$ cat src/rtl/safety_island_boot_ctrl_regs.sv
// safety_island_boot_ctrl_regs
//   AXI4-Lite responder for the safety-island boot/control registers.
//   Register map (addr[4:2]):
//     0 BOOTMODE  [1:0]  rw
//     1 BOOT_ADDR [31:0] rw
//     2 FETCH_EN  [0]    rw
//     3 STATUS    [31:0] rw  (bit 31 = end of computation, [30:0] = exit code)
//     4-7 unmapped       (write dropped / read 0, SLVERR)
// Ports:
//   clk_i, rst_ni                     clock, asynchronous active-low reset
//   aw*/w*/b*                         AXI4-Lite write address, data, response channels
//   ar*/r*                            AXI4-Lite read address and data channels
//   bootmode_o, boot_addr_o,
//   fetch_en_o, eoc_o, exit_status_o  register contents driven to the core
module safety_island_boot_ctrl_regs #(
    parameter int unsigned AddrWidth       = 32,
    parameter logic [31:0] BootAddrDefault = 32'h1C00_0080,
    parameter logic [1:0]  BootModeDefault = 2'd0
) (
    input  logic                 clk_i,
    input  logic                 rst_ni,
    input  logic [AddrWidth-1:0] awaddr_i,
    input  logic                 awvalid_i,
    output logic                 awready_o,
    input  logic [31:0]          wdata_i,
    input  logic [3:0]           wstrb_i,
    input  logic                 wvalid_i,
    output logic                 wready_o,
    output logic [1:0]           bresp_o,
    output logic                 bvalid_o,
    input  logic                 bready_i,
    input  logic [AddrWidth-1:0] araddr_i,
    input  logic                 arvalid_i,
    output logic                 arready_o,
    output logic [31:0]          rdata_o,
    output logic [1:0]           rresp_o,
    output logic                 rvalid_o,
    input  logic                 rready_i,
    output logic [1:0]           bootmode_o,
    output logic [31:0]          boot_addr_o,
    output logic                 fetch_en_o,
    output logic                 eoc_o,
    output logic [30:0]          exit_status_o
);

    localparam logic [1:0] RespOkay   = 2'b00;
    localparam logic [1:0] RespSlverr = 2'b10;

    typedef enum logic {W_IDLE, W_RESP} wstate_t;
    typedef enum logic {R_IDLE, R_RESP} rstate_t;

    wstate_t     wstate;
    rstate_t     rstate;

    logic [1:0]  bootmode_q;
    logic [31:0] boot_addr_q;
    logic        fetch_en_q;
    logic [31:0] status_q;

    logic        awready_q, wready_q, aw_held, w_held;
    logic [2:0]  waddr_q;
    logic [31:0] wdata_q;
    logic [3:0]  wstrb_q;
    logic        bvalid_q;
    logic [1:0]  bresp_q;

    logic        arready_q, rvalid_q;
    logic [31:0] rdata_q;
    logic [1:0]  rresp_q;

    logic        aw_hs, w_hs, aw_have, w_have;
    logic [2:0]  wr_idx, rd_idx;
    logic [31:0] wr_data, wr_cur, wr_merged, rd_val;
    logic [3:0]  wr_strb;
    logic [31:0] reg_view [4];

    // Only addr[4:2] is decoded; the remaining address bits are intentionally ignored.
    logic unused_addr_bits;
    assign unused_addr_bits = ^{awaddr_i[AddrWidth-1:5], awaddr_i[1:0],
                                araddr_i[AddrWidth-1:5], araddr_i[1:0]};

    function automatic logic [31:0] strb_merge(input logic [31:0] cur,
                                               input logic [31:0] data,
                                               input logic [3:0]  strb);
        logic [31:0] res;
        res = cur;
        for (int unsigned b = 0; b < 4; b++) begin
            if (strb[b]) res[8*b +: 8] = data[8*b +: 8];
        end
        return res;
    endfunction

    always_comb begin
        reg_view[0] = {30'd0, bootmode_q};
        reg_view[1] = boot_addr_q;
        reg_view[2] = {31'd0, fetch_en_q};
        reg_view[3] = status_q;
    end

    // A channel counts as "had" if it was latched earlier or handshakes on this edge,
    // so AW and W may complete in either order or together.
    always_comb begin
        aw_hs     = awvalid_i && awready_q;
        w_hs      = wvalid_i && wready_q;
        aw_have   = aw_held || aw_hs;
        w_have    = w_held || w_hs;
        wr_idx    = aw_held ? waddr_q : awaddr_i[4:2];
        wr_data   = w_held ? wdata_q : wdata_i;
        wr_strb   = w_held ? wstrb_q : wstrb_i;
        wr_cur    = wr_idx[2] ? 32'd0 : reg_view[wr_idx[1:0]];
        wr_merged = strb_merge(wr_cur, wr_data, wr_strb);
        rd_idx    = araddr_i[4:2];
        rd_val    = rd_idx[2] ? 32'd0 : reg_view[rd_idx[1:0]];
    end

    always_ff @(posedge clk_i or negedge rst_ni) begin
        if (!rst_ni) begin
            wstate      <= W_IDLE;
            awready_q   <= 1'b0;
            wready_q    <= 1'b0;
            aw_held     <= 1'b0;
            w_held      <= 1'b0;
            waddr_q     <= '0;
            wdata_q     <= '0;
            wstrb_q     <= '0;
            bvalid_q    <= 1'b0;
            bresp_q     <= RespOkay;
            bootmode_q  <= BootModeDefault;
            boot_addr_q <= BootAddrDefault;
            fetch_en_q  <= 1'b0;
            status_q    <= '0;
        end else begin
            case (wstate)
                W_IDLE: begin
                    if (aw_have && w_have) begin
                        wstate    <= W_RESP;
                        bvalid_q  <= 1'b1;
                        bresp_q   <= wr_idx[2] ? RespSlverr : RespOkay;
                        aw_held   <= 1'b0;
                        w_held    <= 1'b0;
                        awready_q <= 1'b0;
                        wready_q  <= 1'b0;
                        if (!wr_idx[2]) begin
                            case (wr_idx[1:0])
                                2'd0:    bootmode_q  <= wr_merged[1:0];
                                2'd1:    boot_addr_q <= wr_merged;
                                2'd2:    fetch_en_q  <= wr_merged[0];
                                default: status_q    <= wr_merged;
                            endcase
                        end
                    end else begin
                        aw_held   <= aw_have;
                        w_held    <= w_have;
                        awready_q <= !aw_have;
                        wready_q  <= !w_have;
                        if (aw_hs) waddr_q <= awaddr_i[4:2];
                        if (w_hs) begin
                            wdata_q <= wdata_i;
                            wstrb_q <= wstrb_i;
                        end
                    end
                end
                W_RESP: begin
                    if (bready_i) begin
                        wstate    <= W_IDLE;
                        bvalid_q  <= 1'b0;
                        awready_q <= 1'b1;
                        wready_q  <= 1'b1;
                    end
                end
                default: wstate <= W_IDLE;
            endcase
        end
    end

    // The read samples register state before this edge's write commits,
    // so a same-edge read/write on one register returns the old value.
    always_ff @(posedge clk_i or negedge rst_ni) begin
        if (!rst_ni) begin
            rstate    <= R_IDLE;
            arready_q <= 1'b0;
            rvalid_q  <= 1'b0;
            rdata_q   <= '0;
            rresp_q   <= RespOkay;
        end else begin
            case (rstate)
                R_IDLE: begin
                    if (arvalid_i && arready_q) begin
                        rstate    <= R_RESP;
                        arready_q <= 1'b0;
                        rvalid_q  <= 1'b1;
                        rdata_q   <= rd_val;
                        rresp_q   <= rd_idx[2] ? RespSlverr : RespOkay;
                    end else begin
                        arready_q <= 1'b1;
                    end
                end
                R_RESP: begin
                    if (rready_i) begin
                        rstate    <= R_IDLE;
                        rvalid_q  <= 1'b0;
                        arready_q <= 1'b1;
                    end
                end
                default: rstate <= R_IDLE;
            endcase
        end
    end

    assign awready_o     = awready_q;
    assign wready_o      = wready_q;
    assign bvalid_o      = bvalid_q;
    assign bresp_o       = bresp_q;
    assign arready_o     = arready_q;
    assign rvalid_o      = rvalid_q;
    assign rdata_o       = rdata_q;
    assign rresp_o       = rresp_q;
    assign bootmode_o    = bootmode_q;
    assign boot_addr_o   = boot_addr_q;
    assign fetch_en_o    = fetch_en_q;
    assign eoc_o         = status_q[31];
    assign exit_status_o = status_q[30:0];

endmodule

$ cat config.mk
export PLATFORM = sky130hd
export DESIGN_NAME = safety_island_boot_ctrl_regs
export DESIGN_NICKNAME = d
export VERILOG_FILES = /design/src/rtl/safety_island_boot_ctrl_regs.sv
export SDC_FILE = /design/constraint.sdc
export NUM_CORES = 1
export LEC_CHECK = 0
export BUFFER_PORTS_ARGS = -buffer_cell sky130_fd_sc_hd__clkbuf_2
export CORE_MARGIN = 2
export CORE_UTILIZATION = 25
export CTS_CLUSTER_SIZE = 14
export DETAILED_ROUTE_END_ITERATION = 16
export GPL_ROUTABILITY_DRIVEN = 0
export SYNTH_ARGS = -nofsm -noshare
export SYNTH_HDL_FRONTEND = slang
export SYNTH_SLANG_ARGS = --single-unit
export TNS_END_PERCENT = 10
$ cat constraint.sdc
create_clock -name clk_i -period 3.3 [get_ports clk_i]
set_input_delay 0.66 -clock clk_i [delete_from_list [all_inputs] [get_ports clk_i]]
set_output_delay 0.66 -clock clk_i [all_outputs]
set_load 0.03 [all_outputs]
==> out/qor.csv <==
stage;metric;value;unit
final_layout;commonest non-fill, non-tap cell in the layout;clkbuf_2;
worst_setup_path;crit-path cells;mux2_1, or4_4, o21bai_4, buf_4, mux2_1;
min_path;worst hold path type;input pin to async pin;
clock_network;Inserted Clock Buffers;17;
worst_setup_path;most used cell, CP;mux2_1;
global_route;initial antenna violation count;2;
worst_setup_path;crit-path max FO;18;
global_route;Congestion Overflow GR;0;
route;Pre-antenna DRT Iters;5;
clock_network;CTS max path bufs;2;
synth;flops & latches, synth;149;
synth;synthesized cell area;0.00718;sq mm
pwr;Reg power frac;0.362;
global_route;busiest grt layer;met2;
clock_network;post_cts resized;0;
synth;Post-synth EDFFs;0;
placed_design;DP HPWL;13700;microns
global_route;Total GRT Usage;0.138;
timing;Slew Limit Fails;0;
outcome;status;finished clean;
final_layout;nets@finish;868;
route;Routed Antenna Nets;0;
synth;Primary FF master, synth;dfrtp_1;
pwr;Int Power;5.22;mW
pwr;Clk network pwr share;0.227;
worst_setup_path;Worst path top cell family by delay;multiplexers;
route;WL/cell;17.7;microns
final_layout;synthesis-to-layout area growth;25.0;%
clock_network;clock sinks;149;
floorplan;Die Y;173;microns
final_layout;most frequent cells in the layout;clkbuf_2, dfrtp_1, o21ai_0, mux2_1, mux2_2;
timing;post-route minimum period;2.60;ns
timing;Worst Tran Pin Value;0.771;ns
global_route;first-pass GRT wire length;32100;microns
timing;RSZ-0062 raised after global routing;false;
route;Initial DRC Count;293;
floorplan;Die Span X;173;microns
synth;sequential share of the synthesized area;0.520;
timing;Max Clk Rate;384;MHz
worst_setup_path;cell at the slowest stage of the critical path;dfrtp_1;
synth;post-synthesis async set-or-reset flop share;1.00;
worst_setup_path;Worst EP arrival;2.89;ns
floorplan;Core Area;0.0285;sq mm
worst_setup_path;CP Buf/Inv Count;1;
worst_setup_path;WP data required;3.59;ns
placed_design;placed inst area;0.00836;sq mm
route;Via Count;5405;
clock_network;CTS tree;done;
worst_setup_path;Worst setup EP type;register;
timing;Final Setup Violations;0;
clock_network;number of post-CTS setup repair buffers;0;
pwr;Combinational Power Share;0.411;
global_route;GR Util met1;0.196;
global_route;met2 GRT Util;0.209;
flow_run;max cap viols;0;
global_route;pin count of the biggest net entering global routing;77;
synth;Yosys cell types;41;
timing;setup_tns;0;ns
placed_design;IO buf count;154;
pwr;P_sw;3.84;mW
pwr;overall power;9.05;mW
timing;worst rel slew slack;0.486;
floorplan;initial cell density of the core;0.252;
pwr;Leak Pwr;4.09;nW
final_layout;Fillers;2960;
clock_network;Root Driver;clkbuf_16;
final_layout;design area;0.00897;sq mm
clock_network;Post-CTS Hold Buffers;0;
worst_setup_path;largest stage delay on the critical path;0.62;ns
route;WL final;20500;microns
pwr;Sw Share;0.424;
timing;Fin. Hold Viols;0;
floorplan;die area;0.0301;sq mm
worst_setup_path;Reg2Reg Depth;5;
floorplan;Cell Rows;62;
clock_network;Clk Latency, worst-skew pair;0.42;ns
route;DRC Markers;0;
worst_setup_path;Levels on crit path;5;
final_layout;Final Util;0.315;
pwr;Power per Cell Area;1010;mW/mm^2
worst_setup_path;Worst Path Class, Setup;register to register;
synth;Post-Synthesis Cells;619;
synth;Mapped Avg Cell Area;11.6;sq um
global_route;GR Layer Usage met3;0.0309;
route;vias per cell;4.66;
pwr;Max IR drop VDD;0.000343;V
synth;Synth Warn #;0;
timing;worst clock skew;0.0137;ns
timing;fin crit share;0.789;
worst_setup_path;CP Launch Type;register;
floorplan;IO Count;215;
global_route;vias in the first global route;5270;
final_layout;proportion of layout cells with a drive suffix above 1;0.342;
clock_network;CTS H-tree lvls;4;
clock_network;Clock Pin Slew Worst Setup and Hold Paths;0.07;ns
metal layers:
metal	routed length (microns)	vias to the layer above	share of wire
met4	229	0	0.011
met2	9410	151	0.46
met3	1090	9	0.053
li1	-	2550	-
met5	0	-	0
met1	9740	2695	0.48
state kept, by name (all words and copies together) (netlist names), 2 cells and up:
register and cells:
boot_addr_o 32, wdata_q 32, rdata_o 32, bootmode_o 2
wstrb_q 4, status_q 32, waddr_q 3
worst register-to-register path: stages (launching register included):
cell and delay, ns:
dfrtp_1 0.62, mux2_1 0.37, or4_4 0.47, o21bai_4 0.35, buf_4 0.33, mux2_1 0.34
final cells by class:
| type | instances | area, sq um | area share |
|---|---|---|---|
| Sequential cell | 149 | 3730 | 0.416 |
| Multi-Input combinational cell | 419 | 3200 | 0.357 |
| Timing Repair Buffer | 172 | 937 | 0.104 |
| Tap cell | 384 | 480 | 0.0536 |
| Clock buffer | 21 | 460 | 0.0513 |
| Clock inverter | 11 | 149 | 0.0166 |
| Inverter | 2 | 7.51 | 0.000837 |
| Antenna cell | 1 | 2.50 | 0.000279 |
cells in the mapped netlist (4+ instances only):
| cell type | instances | area share |
|---|---|---|
| a211oi_1 | 32 | 0.033 |
| mux2i_1 | 35 | 0.049 |
| buf_6 | 7 | 0.011 |
| buf_2 | 5 | 0.0035 |
| o21ai_1 | 29 | 0.020 |
| mux2_1 | 64 | 0.10 |
| o21ai_0 | 69 | 0.048 |
| nor2_1 | 11 | 0.0058 |
| mux2_2 | 43 | 0.067 |
| a21oi_1 | 4 | 0.0028 |
| dfrtp_1 | 145 | 0.51 |
| nand2_1 | 35 | 0.018 |
| dfstp_2 | 4 | 0.015 |
| clkbuf_1 | 32 | 0.017 |
| a31oi_1 | 30 | 0.026 |
| nor2b_1 | 32 | 0.028 |
cells by family (layout without fill, tap and decap cells):
| group | Yosys count | after routing | synth area share |
|---|---|---|---|
| simple gates | 98 | 98 | 0.0739 |
| other cells | 1 | 3 | 0.000522 |
| mux | 144 | 144 | 0.222 |
| buf+inv | 52 | 206 | 0.0369 |
| flops | 149 | 149 | 0.520 |
| compound gates | 175 | 175 | 0.147 |
power by group through the flow:
| stage | registers (mW) | logic, mW | clock network [mW] |
|---|---|---|---|
| global route | 3.41 | 4.02 | 2.21 |
| finish | 3.28 | 3.72 | 2.05 |
| CTS | 3.28 | 3.78 | 2.12 |
| global placement | 3.29 | 3.71 | 0 |
| detailed placement | 3.31 | 3.77 | 0 |
| floorplan | 4.16 | 1.67 | 0 |
worst paths after layout:
path                       startpoint              end  slack, ns
setup / recovery              aw_held  boot_addr_o[14]       0.70
hold / removal                 rst_ni      wdata_q[27]       0.27
setup reg to reg              aw_held  boot_addr_o[14]       0.70
hold reg to reg            rdata_o[3]       rdata_o[3]       0.48
max in group asynchronous      rst_ni       rdata_o[7]       2.23
min in group clk_i           bready_i         bvalid_o       0.42
stage by stage:
| step | setup slack (ns) | instances | hold slack, ns |
|---|---|---|---|
| CTS | 0.682 | 1158 | 0.317 |
| global route | 0.555 | 1159 | 0.322 |
| finish | 0.698 | 1159 | 0.274 |
| floorplan | 1.15 | 620 | 0.364 |
| detailed placement | 0.624 | 1126 | 0.472 |
| global placement | 0.625 | 1126 | 0.463 |
Note: power is estimated with default switching activity, not from simulation.
